File: src/rtl/processor_status_full.sv
// Processor status register: C/Z/I/D/V/N flags updated on the falling clock edge,
// plus a delayed copy of I used to gate IRQ recognition.
module processor_status_full #(
    parameter bit          DECIMAL_EN     = 1'b0,
    parameter bit          RESET_I        = 1'b1,
    parameter int unsigned IRQ_MASK_DELAY = 1
) (
    input  logic       i_clk,
    input  logic       i_reset,
    input  logic [7:0] i_db,
    input  logic       i_ir5,
    input  logic       i_acr,
    input  logic       i_avr,
    input  logic       i_db_p,
    input  logic       i_db0_c,
    input  logic       i_ir5_c,
    input  logic       i_acr_c,
    input  logic       i_db1_z,
    input  logic       i_dbz_z,
    input  logic       i_db2_i,
    input  logic       i_ir5_i,
    input  logic       i_set_i,
    input  logic       i_db3_d,
    input  logic       i_ir5_d,
    input  logic       i_avr_v,
    input  logic       i_db6_v,
    input  logic       i_1_v,
    input  logic       i_0_v,
    input  logic       i_db7_n,
    input  logic       i_break,
    output logic [7:0] o_p,
    output logic       o_irq_mask,
    output logic       o_decimal
);

    logic c_q, c_d;
    logic z_q, z_d;
    logic i_q, i_d;
    logic d_q, d_d;
    logic v_q, v_d;
    logic n_q, n_d;

    // Each if-chain encodes one flag's load-source priority, highest first.
    always_comb begin
        c_d = c_q;
        if (i_acr_c)                 c_d = i_acr;
        else if (i_db0_c || i_db_p)  c_d = i_db[0];
        else if (i_ir5_c)            c_d = i_ir5;

        z_d = z_q;
        if (i_dbz_z)                 z_d = (i_db == 8'h00);
        else if (i_db1_z || i_db_p)  z_d = i_db[1];

        i_d = i_q;
        if (i_set_i)                 i_d = 1'b1;
        else if (i_db2_i || i_db_p)  i_d = i_db[2];
        else if (i_ir5_i)            i_d = i_ir5;

        d_d = d_q;
        if (i_db3_d || i_db_p)       d_d = i_db[3];
        else if (i_ir5_d)            d_d = i_ir5;

        v_d = v_q;
        if (i_1_v)                   v_d = 1'b1;
        else if (i_avr_v)            v_d = i_avr;
        else if (i_db6_v || i_db_p)  v_d = i_db[6];
        else if (i_0_v)              v_d = 1'b0;

        n_d = n_q;
        if (i_db7_n || i_db_p)       n_d = i_db[7];
    end

    always_ff @(negedge i_clk or posedge i_reset) begin
        if (i_reset) begin
            c_q <= 1'b0;
            z_q <= 1'b0;
            i_q <= RESET_I;
            d_q <= 1'b0;
            v_q <= 1'b0;
            n_q <= 1'b0;
        end else begin
            c_q <= c_d;
            z_q <= z_d;
            i_q <= i_d;
            d_q <= d_d;
            v_q <= v_d;
            n_q <= n_d;
        end
    end

    // Plain shift register: every intermediate I value walks through each stage.
    generate
        if (IRQ_MASK_DELAY == 0) begin : g_no_delay
            assign o_irq_mask = i_q;
        end else begin : g_delay
            logic [IRQ_MASK_DELAY-1:0] mask_q, mask_d;

            always_comb begin
                mask_d    = mask_q;
                mask_d[0] = i_q;
                for (int unsigned k = 1; k < IRQ_MASK_DELAY; k++) begin
                    mask_d[k] = mask_q[k-1];
                end
            end

            always_ff @(negedge i_clk or posedge i_reset) begin
                if (i_reset) mask_q <= {IRQ_MASK_DELAY{RESET_I}};
                else         mask_q <= mask_d;
            end

            assign o_irq_mask = mask_q[IRQ_MASK_DELAY-1];
        end
    endgenerate

    assign o_p       = {n_q, v_q, 1'b1, i_break, d_q, i_q, z_q, c_q};
    assign o_decimal = DECIMAL_EN ? d_q : 1'b0;

endmodule

File: config.mk
export PLATFORM = sky130hd
export DESIGN_NAME = processor_status_full
export DESIGN_NICKNAME = d
export VERILOG_FILES = /design/src/rtl/processor_status_full.sv
export SDC_FILE = /design/constraint.sdc
export NUM_CORES = 1
export LEC_CHECK = 0
export CAP_MARGIN = 20
export CORE_MARGIN = 4
export CORE_UTILIZATION = 29
export CTS_CLUSTER_DIAMETER = 200
export CTS_CLUSTER_SIZE = 28
export DETAILED_ROUTE_END_ITERATION = 8
export HOLD_SLACK_MARGIN = 0.15
export PLACE_DENSITY = 0.77
export REMOVE_ABC_BUFFERS = 1
export SYNTH_ARGS = -nofsm -noshare
export SYNTH_HDL_FRONTEND = slang
export SYNTH_SLANG_ARGS = --single-unit
export TNS_END_PERCENT = 30
File: constraint.sdc
create_clock -name i_clk -period 1.3 [get_ports i_clk]
set_clock_uncertainty 0.15 [all_clocks]
set_input_delay 0.195 -clock i_clk [delete_from_list [all_inputs] [get_ports i_clk]]
set_output_delay 0.195 -clock i_clk [all_outputs]
set_load 0.1 [all_outputs]
Word level (Yosys, flattened, before mapping)
Index checks and enable logic that the tools add are counted.
- register bits: 7
- input bits: 30
- reduce and logical (&&, ||, !) cells: 12
- mux-type cells: 14
- operators by type and width (cell ; number):
    1-bit two-way mux ; 14
    8-bit zero test ; 1
    1-bit logical OR ; 6
    3-bit nonzero test ; 2
    2-bit nonzero test ; 2
    4-bit nonzero test ; 1

Longest topological paths before layout
- depth after elaboration: 4
- gate-level depth with buffers: 3
- depth with buffers taken out: 3

==> results.md <==
* Clk_lat worst skew at 0.26 ns
* Clock power frac at 26.2%
* Std-Cell Rows at 13
* Crit-path max FO at 2
* Post-Syn Area at 432 sq um
* Initial antenna violation count at 0
* Highest metal used: met4
* Reg-to-reg endpoint: g_delay.mask_d
* Inserted Clock Buffers at 3
* Layout area overhead at 107%
* DP HPWL at 1.03 mm
* Worst Hold Class: in -> out
* Post-synth EDFFs at 0
* Critical Path, Cell by Cell: buf_12
* R2R Setup Slk at 0.10 ns
* Nets@finish at 116
* # Max-Cap Violations at 0
* Comb pwr share at 43.7%
* Clk slew on worst S/H paths at 0.03 ns
* Levels on crit path at 1
* Crit path max-delay family: flip-flops
* PD cells at 956 nW/um^2
* Crit path from: g_delay.mask_d
* Post-synth ARST share at 100%
* Die Width at 46.6 microns
* Met3 Wirelength at 149 microns
* Min-delay src: i_break
* Root Buffer: clkbuf_4
* Vias in the first global route at 478
* Leak at 0.425 nW
* Distinct cells, synth at 18
* Max Root-Sink Buffers at 2
* Hold path depth at 0
* CTS tree: done
* Met1 WL at 439 microns
* Delay of the slowest cell on the worst path at 0.54 ns
* Min-Delay Endpoint: o_p[4]
* CTS sink cnt at 7
* Final hold vios at 0
* Largest net degree at the start of global routing at 7
* R2r startpoint: g_delay.mask_d
* Syn avg cell area at 9.18 sq um
* Capturing element type of the critical path: primary output
* Cells after Synth at 47
* Ant diodes at 0
* IO buf count at 35
* Final setup viols at 13
* #FFs+latches synth at 7
* Placed insts at 94
* Die Span Y at 46.6 microns
* Num ports at 40
* WP data arrival at 1.67 ns
* Residual DRC count at 0
* Overall routing resource usage at 12.4%
* Util after Layout at 66.2%
* Layout cells sized above 1 at 28.2%
* Initial core utilization at 32.0%
* Crit-path slowest cell: dfstp_2
* CP required at 0.95 ns
* Htree depth at 1
* CP Class: reg -> out
* Internal power at 528 uW
* Initial drt markers at 4
* Failing checks: setup timing
* Sw power at 327 uW
* Primary FF master, synth: dfrtn_1
* Grt total ovfl at 0
* VDD IR max at 0.000479 V
* Count of pins over their slew limit at 0
* Yosys warning total at 0
* Worst Reg-to-Reg Cells at 3
* Non-Filler Instances at 100
* Vias per cell at 4.42
* Core Area at 1350 sq um
* TritonRoute pass-1 iters at 3
* Antenna Nets Post-Route at 0
* RSZ-0062 raised after global routing: true
* Via count at 442
* DRT Wirelength at 1.17 mm
* Met2 wire length at 565 microns
* Seq/Total Area, Yosys at 41.2%
* Routability congestion estimate at 0.684
* Startpoint Class: register
* Worst Path Buf+Inv at 1
* Status: finished with violations
* First-pass GRT wire length at 1.84 mm
* Routed len/inst at 11.7 microns
* Die ar. at 2170 sq um
* Sw frac at 38.2%
* Reg power frac at 30.1%
* Fillers at 117
* Final worst slack at -0.720 ns
==> routing by layer <==
layer | vias to the layer above | track usage, %
met5 | - | 0
met4 | 0 | 6.82
met3 | 2 | 5.08
met2 | 23 | 21.4
met1 | 194 | 12.4
li1 | 223 | -
==> cell type report <==
| class | instances | area (sq um) | area share, % |
|---|---|---|---|
| inverter | 2 | 7.51 | 0.840 |
| clock inverter | 3 | 11.3 | 1.26 |
| clock buffer | 3 | 22.5 | 2.52 |
| sequential | 7 | 178 | 19.9 |
| timing repair buffer | 42 | 470 | 52.7 |
| multi-input combinational | 28 | 185 | 20.7 |
| tap | 15 | 18.8 | 2.10 |
==> cell families (layout without fill, tap and decap cells) <==
group | Yosys count | after routing | share of synthesized area, %
buf+inv | 12 | 50 | 18.3
compound gates | 8 | 8 | 10.7
flops | 7 | 7 | 41.2
mux | 6 | 6 | 15.4
other cells | 2 | 2 | 1.74
simple gates | 12 | 12 | 12.8
==> worst max path at each step <==
stage / end / slack [ns]
after detailed placement: g_delay.mask_d / -0.88
after global routing: o_p[2] / -0.77
final: o_p[2] / -0.72
after CTS: o_p[2] / -0.73
after floorplan: o_p[7] / -0.66
after global placement: g_delay.mask_d / -0.84
==> timing repair <==
item	CTS	global route
gates resized for setup	15	3
pin swaps	3	1
buffers inserted	1	0
hold buffers	0	0
setup endpoints to repair	13	13
==> flip-flops by register name, indices dropped and copies added, names as in the netlist <==
register,flops
c_q,1
d_q,1
g_delay.mask_d,1
n_q,1
o_irq_mask,1
v_q,1
z_q,1
==> synthesized netlist by cell type (2+ instances only) <==
cell type | number | area (sq um)
buf_4 | 9 | 67.6
nor2_1 | 6 | 22.5
dfrtn_1 | 5 | 125
mux2i_1 | 4 | 40.0
inv_1 | 3 | 11.3
a21oi_1 | 2 | 10.0
conb_1 | 2 | 7.51
dfstp_2 | 2 | 52.6
nand3_1 | 2 | 10.0
nor4_1 | 2 | 12.5
o21ai_0 | 2 | 10.0
o21ai_1 | 2 | 10.0
==> power by group through the flow <==
stage	Sequential [mW]	Combinational, mW	Clock, mW
6_report	0.258	0.373	0.224
5_1_grt	0.260	0.389	0.261
4_1_cts	0.258	0.374	0.230
3_5_place_dp	0.261	0.376	0.0144
3_3_place_gp	0.260	0.373	0.0144
2_1_floorplan	0.377	0.0613	0.0144
==> layout by cell type, fill, tap and decap left out, drive strengths merged, types with 3 or more instances in the layout <==
master / n
clkdlybuf4s50: 17
buf: 14
dlygate4sd2: 7
nor2: 7
dfrtn: 5
mux2i: 4
inv: 4
o21ai: 4
clkbuf: 3
==> through the flow <==
stage | power, mW | hold WS, ns | TNS, ns | worst slack (ns) | area (sq um)
floorplan | 0.453 | 0.240 | -5.52 | -0.658 | 364
global placement | 0.648 | 0.241 | -7.67 | -0.841 | 848
detailed placement | 0.651 | 0.241 | -7.83 | -0.879 | 848
CTS | 0.862 | 0.241 | -6.36 | -0.728 | 885
global route | 0.910 | 0.241 | -6.54 | -0.770 | 893
finish | 0.854 | 0.240 | -6.09 | -0.720 | 893
No activity file was read; power rests on OpenSTA's default activity.
